[src/rtl/snac_db15_pkg.sv]
// Shared definitions for the SNAC DB15 controller responder: FSM state
// encoding, control bit map and the default serial frame length.
package snac_db15_pkg;

  // Two players of twelve controls each.
  localparam int PLAYER_BITS    = 12;
  localparam int FRAME_BITS_DEF = 2 * PLAYER_BITS;

  // Bit positions inside one player's control word (active-high on input).
  localparam int BIT_UP    = 0;
  localparam int BIT_DOWN  = 1;
  localparam int BIT_LEFT  = 2;
  localparam int BIT_RIGHT = 3;
  localparam int BIT_BTN1  = 4;

  typedef enum logic [1:0] {
    ST_IDLE   = 2'd0,
    ST_LOADED = 2'd1,
    ST_SHIFT  = 2'd2
  } state_t;

  // Wire-side frame: player 1 in the low half so P1 up leaves first, and
  // inverted because the host expects active-low buttons.
  function automatic logic [2*PLAYER_BITS-1:0] pack_frame(
    input logic [PLAYER_BITS-1:0] p1,
    input logic [PLAYER_BITS-1:0] p2
  );
    return ~{p2, p1};
  endfunction

endpackage

[src/rtl/db15_sync.sv]
// N-stage synchronizer for one asynchronous host line, with a one-cycle
// pulse on the synchronized rising edge. All stages reset to 1 so an idle
// (pulled-up) host line produces no spurious edge after reset.
module db15_sync #(
  parameter int STAGES = 2
) (
  input  logic clk,
  input  logic rst_n,
  input  logic pin,
  output logic level,
  output logic rise
);

  logic [STAGES-1:0] chain;
  logic              level_d;

  // Shift the pin through the flop chain and keep one extra delayed copy
  // of the synchronized level for edge detection.
  always_ff @(posedge clk or negedge rst_n) begin
    if (!rst_n) begin
      chain   <= '1;
      level_d <= 1'b1;
    end else begin
      chain[0] <= pin;
      for (int i = 1; i < STAGES; i++) begin
        chain[i] <= chain[i-1];
      end
      level_d <= chain[STAGES-1];
    end
  end

  assign level = chain[STAGES-1];
  assign rise  = level & ~level_d;

endmodule

[src/rtl/snac_db15_responder.sv]
// SNAC DB15 responder: answers a host's load/clock serial poll with the
// two players' control states, LSB (P1 up) first, active-low on the wire.
// Optional build macro: DB15_TIMEOUT_EN adds an idle watchdog that drops a
// stalled LOADED/SHIFT transaction back to IDLE after TIMEOUT_CYC cycles.
//
// Host handshake: while the synchronized load line is low the register is
// reloaded every cycle and clock edges are ignored; each synchronized clock
// rising edge outside of load moves the next bit onto joy_data one cycle
// later. Load low always wins over a coincident clock edge.
module snac_db15_responder
  import snac_db15_pkg::*;
#(
  parameter int FRAME_BITS  = FRAME_BITS_DEF,
  parameter int SYNC_STAGES = 2,
  parameter int TIMEOUT_CYC = 48000
) (
  input  logic        clk_sys,
  input  logic        reset_n,
  input  logic        joy_load,
  input  logic        joy_clk,
  output logic        joy_data,
  input  logic [11:0] joy1_in,
  input  logic [11:0] joy2_in,
  output logic        frame_done,
  output logic        busy,
  output logic [1:0]  dbg_state
);

  localparam int             CW       = $clog2(FRAME_BITS + 1);
  localparam logic [CW-1:0]  LAST_BIT = CW'(FRAME_BITS - 1);

  state_t                  state, state_next;
  logic [FRAME_BITS-1:0]   sr, sr_next;
  logic [CW-1:0]           cnt, cnt_next;
  logic                    done_next;
  logic                    load_level, load_rise;
  logic                    clk_level_unused, clk_rise;
  logic [2*PLAYER_BITS-1:0] raw_word;
  logic [FRAME_BITS-1:0]   load_word;
  logic                    to_hit;

  db15_sync #(.STAGES(SYNC_STAGES)) u_sync_load (
    .clk   (clk_sys),
    .rst_n (reset_n),
    .pin   (joy_load),
    .level (load_level),
    .rise  (load_rise)
  );

  db15_sync #(.STAGES(SYNC_STAGES)) u_sync_clk (
    .clk   (clk_sys),
    .rst_n (reset_n),
    .pin   (joy_clk),
    .level (clk_level_unused),
    .rise  (clk_rise)
  );

  assign raw_word = pack_frame(joy1_in, joy2_in);

  // Fit the 24-bit player word into the frame; any extra frame bits idle high.
  always_comb begin
    load_word = '1;
    for (int i = 0; i < FRAME_BITS && i < 2*PLAYER_BITS; i++) begin
      load_word[i] = raw_word[i];
    end
  end

`ifdef DB15_TIMEOUT_EN
  localparam int            TW      = $clog2(TIMEOUT_CYC + 1);
  localparam logic [TW-1:0] TO_LAST = TW'(TIMEOUT_CYC - 1);

  logic [TW-1:0] to_cnt;

  // Count cycles since the last host activity while a transaction is open.
  always_ff @(posedge clk_sys or negedge reset_n) begin
    if (!reset_n) begin
      to_cnt <= '0;
    end else if (state == ST_IDLE || !load_level || load_rise || clk_rise) begin
      to_cnt <= '0;
    end else if (!to_hit) begin
      to_cnt <= to_cnt + 1'b1;
    end
  end

  assign to_hit = (state != ST_IDLE) && (to_cnt == TO_LAST) && !clk_rise && !load_rise;
`else
  localparam int timeout_cyc_unused = TIMEOUT_CYC;
  assign to_hit = 1'b0;
`endif

  // Next-state, next shift register and frame-complete decision.
  always_comb begin
    state_next = state;
    sr_next    = sr;
    cnt_next   = cnt;
    done_next  = 1'b0;
    if (!load_level) begin
      state_next = ST_LOADED;
      sr_next    = load_word;
      cnt_next   = '0;
    end else if (state != ST_IDLE) begin
      if (to_hit) begin
        state_next = ST_IDLE;
        sr_next    = '1;
      end else begin
        if (state == ST_LOADED && load_rise) begin
          state_next = ST_SHIFT;
        end
        if (clk_rise) begin
          sr_next  = {1'b1, sr[FRAME_BITS-1:1]};
          cnt_next = cnt + 1'b1;
          if (cnt == LAST_BIT) begin
            state_next = ST_IDLE;
            sr_next    = '1;
            done_next  = 1'b1;
          end
        end
      end
    end
  end

  // State, shift register, bit counter and frame_done pulse registers.
  always_ff @(posedge clk_sys or negedge reset_n) begin
    if (!reset_n) begin
      state      <= ST_IDLE;
      sr         <= '1;
      cnt        <= '0;
      frame_done <= 1'b0;
    end else begin
      state      <= state_next;
      sr         <= sr_next;
      cnt        <= cnt_next;
      frame_done <= done_next;
    end
  end

  assign joy_data  = sr[0];
  assign busy      = (state != ST_IDLE);
  assign dbg_state = state;

endmodule

[config.mk]
export PLATFORM = sky130hd
export DESIGN_NAME = snac_db15_responder
export DESIGN_NICKNAME = d
export VERILOG_FILES = /design/src/rtl/snac_db15_pkg.sv /design/src/rtl/db15_sync.sv /design/src/rtl/snac_db15_responder.sv
export SDC_FILE = /design/constraint.sdc
export NUM_CORES = 1
export LEC_CHECK = 0
export ABC_CLOCK_PERIOD_IN_PS = 1900
export BUFFER_PORTS_ARGS = -buffer_cell sky130_fd_sc_hd__buf_2
export CORE_MARGIN = 2
export CORE_UTILIZATION = 50
export CTS_BUF_LIST = sky130_fd_sc_hd__clkbuf_2
export DETAILED_ROUTE_END_ITERATION = 12
export PLACE_DENSITY_LB_ADDON = 0.08
export SLEW_MARGIN = 5
export SYNTH_ARGS = -nofsm -noshare
export SYNTH_HDL_FRONTEND = slang
export SYNTH_SLANG_ARGS = --single-unit
[constraint.sdc]
create_clock -name clk_sys -period 1.9 [get_ports clk_sys]
set_clock_uncertainty 0.1 [all_clocks]
set_input_delay 0.095 -clock clk_sys [delete_from_list [all_inputs] [get_ports clk_sys]]
set_output_delay 0.095 -clock clk_sys [all_outputs]
set_load 0.1 [all_outputs]
## Yosys cells after proc, flatten, opt, wreduce, memory -nomap -nowiden

Cells that the tools add are included.
W data, S select, Z words.

- Reduce and logical (&&, ||, !) cells: 3
- Add/subtract/negate cells: 1
- Eq/ne operators: 4
- Bitwise logic cells: 5
- Multiplexer cells: 16

Operators with widths:

| cell | count |
|---|---|
| $mux W24 | 3 |
| $not A24 Y24 | 1 |
| $mux W23 | 1 |
| $mux W5 | 3 |
| $mux W2 | 5 |
| $add A5 B1 Y5 const B | 1 |
| $eq A5 B5 Y1 const B | 1 |
| $mux W1 | 4 |
| $ne A2 B2 Y1 const B | 2 |
| $and A1 B1 Y1 | 2 |
| $eq A2 B1 Y1 const B | 1 |
| $not A1 Y1 | 2 |
| $reduce_and A2 Y1 | 1 |
| $reduce_bool A2 Y1 | 1 |
| $logic_and A1 B1 Y1 | 1 |

- Logic and storage cells: 37
- Register bits: 38

## Longest topological paths before layout

Gate-level depths: netlist (run 1).

- Depth in word-level cells: 8
- Mapped depth: 6
- Mapped depth without buffers: 4

## By module

From an unflattened synthesis (run 1), not the netlist that was laid out.

- Cells, all modules: 152
- Area, all modules: 2050.7 um^2

Modules (own cells, without submodules):

| module | times used | area an instance (um^2) | cells each |
|---|---|---|---|
| snac_db15_responder | 1 | 1865.5 | 144 |
| db15_sync | 2 | 92.6 | 4 |

## Worst setup path before layout (run 1)

No wires, ideal clock.

- Kind: register to register
- From: reg state[0] (netlist: dbg_state[0])
- To: reg sr[17]
- Slack: -0.384 ns
- Cell stages (with the launch flop): 6
- Arrival time: 2.098 ns
- Required time: 1.714 ns
- Library setup time: 0.086 ns
- Period minus slack after synthesis: 2.284 ns
- Path through: dfrtp_1 nor2_2 inv_2 buf_2 a21oi_1 o31ai_2

- Cells in the longest elaborated chain, start to end: 3

Ends and longest elaborated chain:

| what | RTL line | text |
|---|---|---|
| start: declaration | snac_db15_responder.sv:32 | `state_t state, state_next;` |
| start signal: assignment | snac_db15_responder.sv:130 | `state <= state_next;` |
| $reduce_bool A2 Y1 | - |  |
| net busy | snac_db15_responder.sv:25 | `output logic busy,` |
| $ne A2 B2 Y1 (no source line) | - |  |
| $reduce_and A2 Y1 (no source line) | - |  |
| end signal: assignment | snac_db15_responder.sv:131 | `sr <= sr_next;` |
| end: declaration | snac_db15_responder.sv:33 | `logic [FRAME_BITS-1:0] sr, sr_next;` |

The timed path passes the listed nets, and every way through them passes these cells.
A chain may end at the register's enable or synchronous reset.

## Worst setup path in the final report (run 1)

- From: reg cnt[0]
- To: reg sr[7]

- Cells in the longest elaborated chain, start to end: 5

Ends and longest elaborated chain:

| what | RTL line | text |
|---|---|---|
| start: declaration | snac_db15_responder.sv:34 | `logic [CW-1:0] cnt, cnt_next;` |
| start signal: assignment | snac_db15_responder.sv:132 | `cnt <= cnt_next;` |
| $eq A5 B5 Y1 | snac_db15_responder.sv:112 | `if (cnt == LAST_BIT) begin` |
| $mux W23 | snac_db15_responder.sv:112 |  |
| $mux W24 | snac_db15_responder.sv:109 | `if (clk_rise) begin` |
| $mux W24 | snac_db15_responder.sv:101 | `end else if (state != ST_IDLE) begin` |
| $mux W24 | snac_db15_responder.sv:97 | `if (!load_level) begin` |

No other way between the ends. The select of a mux whose other input is x is not followed.

==> results_dict.tcl, run 1 <==
set metrics [dict create \
    status "completed" \
    synth.distinct_cells 31 \
    clk_path_buf_depth 2 \
    synth_fp_nets 211 \
    ctsHtreeMaxLevel 2 \
    hold_viol 0 \
    cp_cell_sequence "ha_1 > and4b_1 > buf_4 > nor4_2 > o31ai_2" \
    startpoint_type "flip-flop" \
    area_growth_syn_to_layout_pct 21.75 \
    leakagePower_nw 1.029 \
    cts_inserted_buffers 5 \
    diodes 0 \
    synth_cells 182 \
    syn_area_per_cell_sq_um 11.85 \
    ios 33 \
    hpwl_mm 2.997 \
    overflow 0 \
    initial_core_util_pct 52.79 \
    whs_ps 89.01 \
    period_needed_ps 1732 \
    drt_iter0_markers 62 \
    synth-seq-cells 38 \
    tightest_slew_ps 708.3 \
    p_total_mw 1.749 \
    fmax_ghz 0.5774 \
    tritoncts "built" \
    grt_pass1_wl_mm 8.086 \
    peakVddDrop_mv 0.3582 \
    die_h_microns 69.68 \
    die_x_microns 69.68 \
    setup_viol 0 \
    grt_pass1_vias 1741 \
    place_congestion 0.7494 \
    fin_tns_setup_ps 0 \
    core_area_sq_um 4086 \
    grt_max_degree 30 \
    numPlacedInstances 258 \
    final_antenna_net_count 0 \
    drc 0 \
    crit_fanout 8 \
    final_cells 293 \
    multi_input_area_sq_um 989.7 \
    critPathSlowestCell "dfrtp_1" \
    slew_violations 0 \
    period_share_pct 91.15 \
    drtPass1Iterations 4 \
    ys_warn_count 0 \
    cp-end-kind "flip-flop" \
    fillers 338 \
    grt_util_all_layers_pct 20.50 \
    clock_sink_count 38 \
    ys_seq_area_share_pct 45.82 \
    relSlewSlack_pct 52.71 \
    clk_pin_slew_ps 200 \
    drv_cap 0 \
    portBuffers 32 \
    drt-total-wl_mm 4.638 \
    num_vias 1663 \
    synth-async-reset-ratio_pct 100.0 \
    critical_path_class "flip-flop to flip-flop" \
    regArea_sq_um 991.0 \
    cp.arrival_ps 1930 \
    cts_root_buf "clkbuf_2" \
    cts_setup_buffers 0 \
    synth_edf_count 0 \
    avgViaCountPerCell 5.676 \
    antenna_found_initial 0 \
    synth_ff_type "dfstp_2" \
    powerDensity_nw_per_um2 666.1 \
    clk_latency_ps 390 \
    drt-wirelength-per-cell_microns 15.83 \
    drive_above_1_share_pct 61.32 \
    hold_class "input port to async pin" \
    crit_required_ps 2100 \
    cpPeakStageDelay_ps 420 \
    rsz0062_at_grt "no" \
    placementRows 23 \
    syn-cell-area_sq_um 2157 \
    final_net_count 271 \
    die_area_sq_um 4855 \
]
-- per-stage QoR --
step / utilization, % / instance area, sq um / setup WS, ps
2_1_floorplan: - / 2162 / 118.5
3_3_place_gp: 56.58 / 2312 / 287.9
3_5_place_dp: 56.58 / 2312 / 217.9
4_1_cts: 64.21 / 2624 / 95.49
5_1_grt: 64.27 / 2626 / 26.86
6_report: 64.27 / 2626 / 168.1
-- registers in the layout, summed over array words and instances (netlist names) --
name and cells:
cnt 5, dbg_state 2, frame_done 1, sr 24, u_sync_clk.chain 2, u_sync_clk.level_d 1, u_sync_load.chain 2, u_sync_load.level_d 1
-- cells in the mapped netlist (2+ instances only) --
| cell | instances | share of area [%] |
|---|---|---|
| dfstp_2 | 30 | 37 |
| a21oi_1 | 28 | 6.5 |
| or2_2 | 23 | 6.7 |
| nor4_2 | 19 | 11 |
| o31ai_2 | 19 | 11 |
| dfrtp_1 | 8 | 9.3 |
| buf_2 | 6 | 1.4 |
| buf_6 | 6 | 3.1 |
| o31ai_1 | 6 | 2.1 |
| nand3_1 | 4 | 0.93 |
| nor4_1 | 4 | 1.2 |
| clkbuf_1 | 3 | 0.52 |
| buf_12 | 2 | 1.9 |
| inv_2 | 2 | 0.35 |
| mux2i_1 | 2 | 0.93 |
| nand2_1 | 2 | 0.35 |
| nand2b_1 | 2 | 0.58 |
| o21ai_0 | 2 | 0.46 |
| or4_1 | 2 | 0.70 |
-- power breakdown --
group,internal (mW),total [mW],switching (mW)
logic,0.179,0.419,0.240
registers,0.926,0.975,0.0492
clock network,0.0840,0.356,0.272
-- cell families (layout without fill, tap and decap cells) --
| logic type | after synthesis | after routing | synth area share [%] |
|---|---|---|---|
| adder cells (fa/ha/maj) | 1 | 1 | 0.5800 |
| buffers and inverters | 22 | 83 | 8.410 |
| AND/OR/NAND/NOR | 61 | 61 | 22.97 |
| multiplexers | 2 | 2 | 0.9281 |
| flip-flops | 38 | 38 | 45.82 |
| AO/OA/AOI/OAI | 58 | 58 | 21.29 |
-- final timing paths --
path                                                 from                              to  slack [ps]  cells past startpoint
setup / recovery                       cnt[0]$_DFFE_PN0P_               sr[7]$_DFFE_PN1P_         170                      5
hold / removal                                    reset_n        dbg_state[1]$_DFFE_PN0P_          90                      2
setup reg to reg                       cnt[0]$_DFFE_PN0P_               sr[7]$_DFFE_PN1P_         170                      5
hold reg to reg            u_sync_load.chain[0]$_DFF_PN1_  u_sync_load.chain[1]$_DFF_PN1_         270                      0
max in group asynchronous                         reset_n               sr[6]$_DFFE_PN1P_         920                      3
min in group clk_sys                              joy_clk   u_sync_clk.chain[0]$_DFF_PN1_         230                      2
-- routing by layer --
layer  share of wire [%]  up-vias  GRT usage [%]
met5                   0        -              0
met4                0.60        0          5.128
met3                 4.1        4          4.651
met2                  48       43          33.76
met1                  47      818          27.51
li1                    -      798              -
-- area by class of cell --
cell class,instances,area share (%)
multi-input combinational,122,37.68
timing repair buffer,72,20.20
clock inverter,3,0.6193
sequential,38,37.73
clock buffer,5,0.9528
inverter,3,0.4288
tap,50,2.382
-- worst max-delay path, delay by kind of cell, from the launching register on --
kind	cells	cell delay (ps)
buffers and inverters	1	250
adder cells (fa/ha/maj)	1	200
AO/OA/AOI/OAI	1	240
AND/OR/NAND/NOR	2	460
flip-flops	1	420
-- placed cells by master, fill, tap and decap left out, types with 2 or more instances in the layout --
cell type,count
nand2_1,2
or2_2,23
buf_2,31
a21oi_1,28
or4_1,2
nor4_1,4
inv_2,2
buf_4,13
dfrtp_2,2
clkbuf_2,5
nor4_2,19
mux2i_1,2
o21ai_0,2
nand2b_1,2
dfrtp_1,6
dfstp_2,30
nand3_1,4
o31ai_2,19
dlygate4sd3_1,27
o31ai_1,6
-- timing repair --
item,CTS,global route
endpoints found under the setup margin,0,1
gates resized for setup,0,1
hold buffers,27,0
hold endpoints to repair,51,0
Power figures use the tool's default switching activity.
==> run 2: changes to the inputs <==
CELL_PAD_IN_SITES_DETAIL_PLACEMENT = 2   (was not set)
CELL_PAD_IN_SITES_GLOBAL_PLACEMENT = 2   (was not set)
CORE_UTILIZATION = 39   (was 50)
==> results_dict.tcl, run 2 (synthesis gave the netlist of run 1 again) <==
set metrics [dict create \
    status "completed" \
    grt_pass1_wl_mm 9.894 \
    startpoint_type "flip-flop" \
    final_common_cell "buf_2" \
    antenna_found_initial 0 \
    numPlacedInstances 278 \
    critical_path.most_common_cell "buf_4" \
    largest_reg_flops 24 \
    ctsHtreeMaxLevel 2 \
    critPathSlowestCell "dfrtp_2" \
    tritoncts "built" \
    grt_max_degree 31 \
    diodes 0 \
    drive_above_1_share_pct 61.00 \
    critical_path_class "flip-flop to output port" \
    ios 33 \
    drt-total-wl_mm 5.834 \
    clk_latency_ps 400 \
    clk_pin_slew_ps 210 \
    grt_use_met1_pct 26.12 \
    fin_tns_setup_ps 0 \
    grt_pass1_vias 1922 \
    relSlewSlack_pct 52.20 \
    grt_util_all_layers_pct 20.67 \
    num_vias 1703 \
    final_cell_mix "31 x buf_2, 30 x dfstp_2, 28 x a21oi_1" \
    drt_iter0_markers 52 \
    drc 0 \
    regMostFlops "sr" \
    grt_util_met2_pct 37.24 \
    fmax_ghz 0.5636 \
    busiest_layer "met2" \
    regArea_sq_um 991.0 \
    top_regs "sr: 24 flops, cnt: 5 flops" \
    hold_class "input port to async pin" \
    hold_viol 0 \
    crit_required_ps 1700 \
    period_share_pct 93.38 \
    setup_viol 0 \
    cpPeakStageDelay_ps 480 \
    die_x_microns 78.37 \
    core_area_sq_um 5439 \
    place_congestion 0.7539 \
    fillers 578 \
    grtUsageMet3_pct 3.448 \
    clock_sink_count 38 \
    placementRows 27 \
    overflow 0 \
    area_growth_syn_to_layout_pct 23.14 \
    leakagePower_nw 1.023 \
    final_cells 313 \
    cp.arrival_ps 1580 \
    clk_path_buf_depth 2 \
    peakVddDrop_mv 0.3081 \
    rsz0062_at_grt "no" \
    hpwl_mm 3.745 \
    final_antenna_net_count 0 \
    drt-wirelength-per-cell_microns 18.64 \
    cp-end-kind "output port" \
    cts_inserted_buffers 5 \
    drtPass1Iterations 4 \
    initial_core_util_pct 39.66 \
    period_needed_ps 1774 \
    final_net_count 269 \
    die_area_sq_um 6142 \
    portBuffers 32 \
    powerDensity_nw_per_um2 674.7 \
    tightest_slew_ps 715.9 \
    crit_fanout 12 \
    drv_cap 0 \
    multi_input_area_sq_um 994.7 \
    cp_cell_sequence "nor2_4 > inv_2 > buf_4 > buf_4" \
    die_h_microns 78.37 \
    cts_root_buf "clkbuf_2" \
    avgViaCountPerCell 5.441 \
    slew_violations 0 \
]
==> run 2: what timing repair did <==
| item | in CTS | in global routing |
|---|---|---|
| setup endpoints to repair | 1 | 0 |
| buffers inserted | 0 | 0 |
| hold buffers | 27 | 0 |
| gates resized for setup | 2 | 0 |
| hold endpoints to repair | 52 | 0 |
==> run 2: cell type report <==
class	instances	area share (%)
well taps	72	3.391
clock inverters	3	0.6123
multi-input cells	122	37.45
repair buffers	70	19.88
clock buffers	5	0.9421
flip-flops and latches	38	37.31
inverters	3	0.4239
==> run 2: path summary, 6_finish.rpt <==
path | cells after the start | startpoint | slack [ps] | endpoint
min in group clk_sys | 2 | joy_clk | 220 | u_sync_clk.chain[0]$_DFF_PN1_
min reg2reg | 0 | u_sync_clk.chain[0]$_DFF_PN1_ | 270 | u_sync_clk.chain[1]$_DFF_PN1_
max in group asynchronous | 3 | reset_n | 880 | sr[22]$_DFFE_PN1P_
max | 4 | dbg_state[0]$_DFFE_PN0P_ | 130 | busy
min | 2 | reset_n | 110 | cnt[0]$_DFFE_PN0P_
max reg2reg | 5 | cnt[0]$_DFFE_PN0P_ | 170 | sr[4]$_DFFE_PN1P_
==> run 2: per-stage QoR <==
step                instance area, sq um  power [mW]  setup WS [ps]  utilization [%]  hold slack [ps]
finish                              2656       1.792          125.8            48.84            114.1
global route                        2656       1.897          28.00            48.84            115.3
global placement                    2337       1.362          305.5            42.97            27.56
CTS                                 2656       1.827          73.76            48.84            100.7
floorplan                           2162       1.270          118.5                -           -300.6
detailed placement                  2337       1.384          213.0            42.97            46.23
==> run 2: per-layer routing <==
metal	share of wire (%)	vias up
li1	-	792
met1	44	881
met2	53	24
met3	2.0	6
met4	0.94	0
met5	0	-
==> run 2: critical path: cells and delay by family (launching register included) <==
kind / cells / cell delay, ps
flip-flops: 1 / 480
AND/OR/NAND/NOR: 1 / 170
buffers and inverters: 3 / 540
==> run 2: where the power goes <==
group / switching [mW] / internal [mW] / total (mW)
clock network: 0.292 / 0.0839 / 0.376
registers: 0.0538 / 0.926 / 0.980
logic: 0.252 / 0.184 / 0.436
total: 0.598 / 1.19 / 1.79
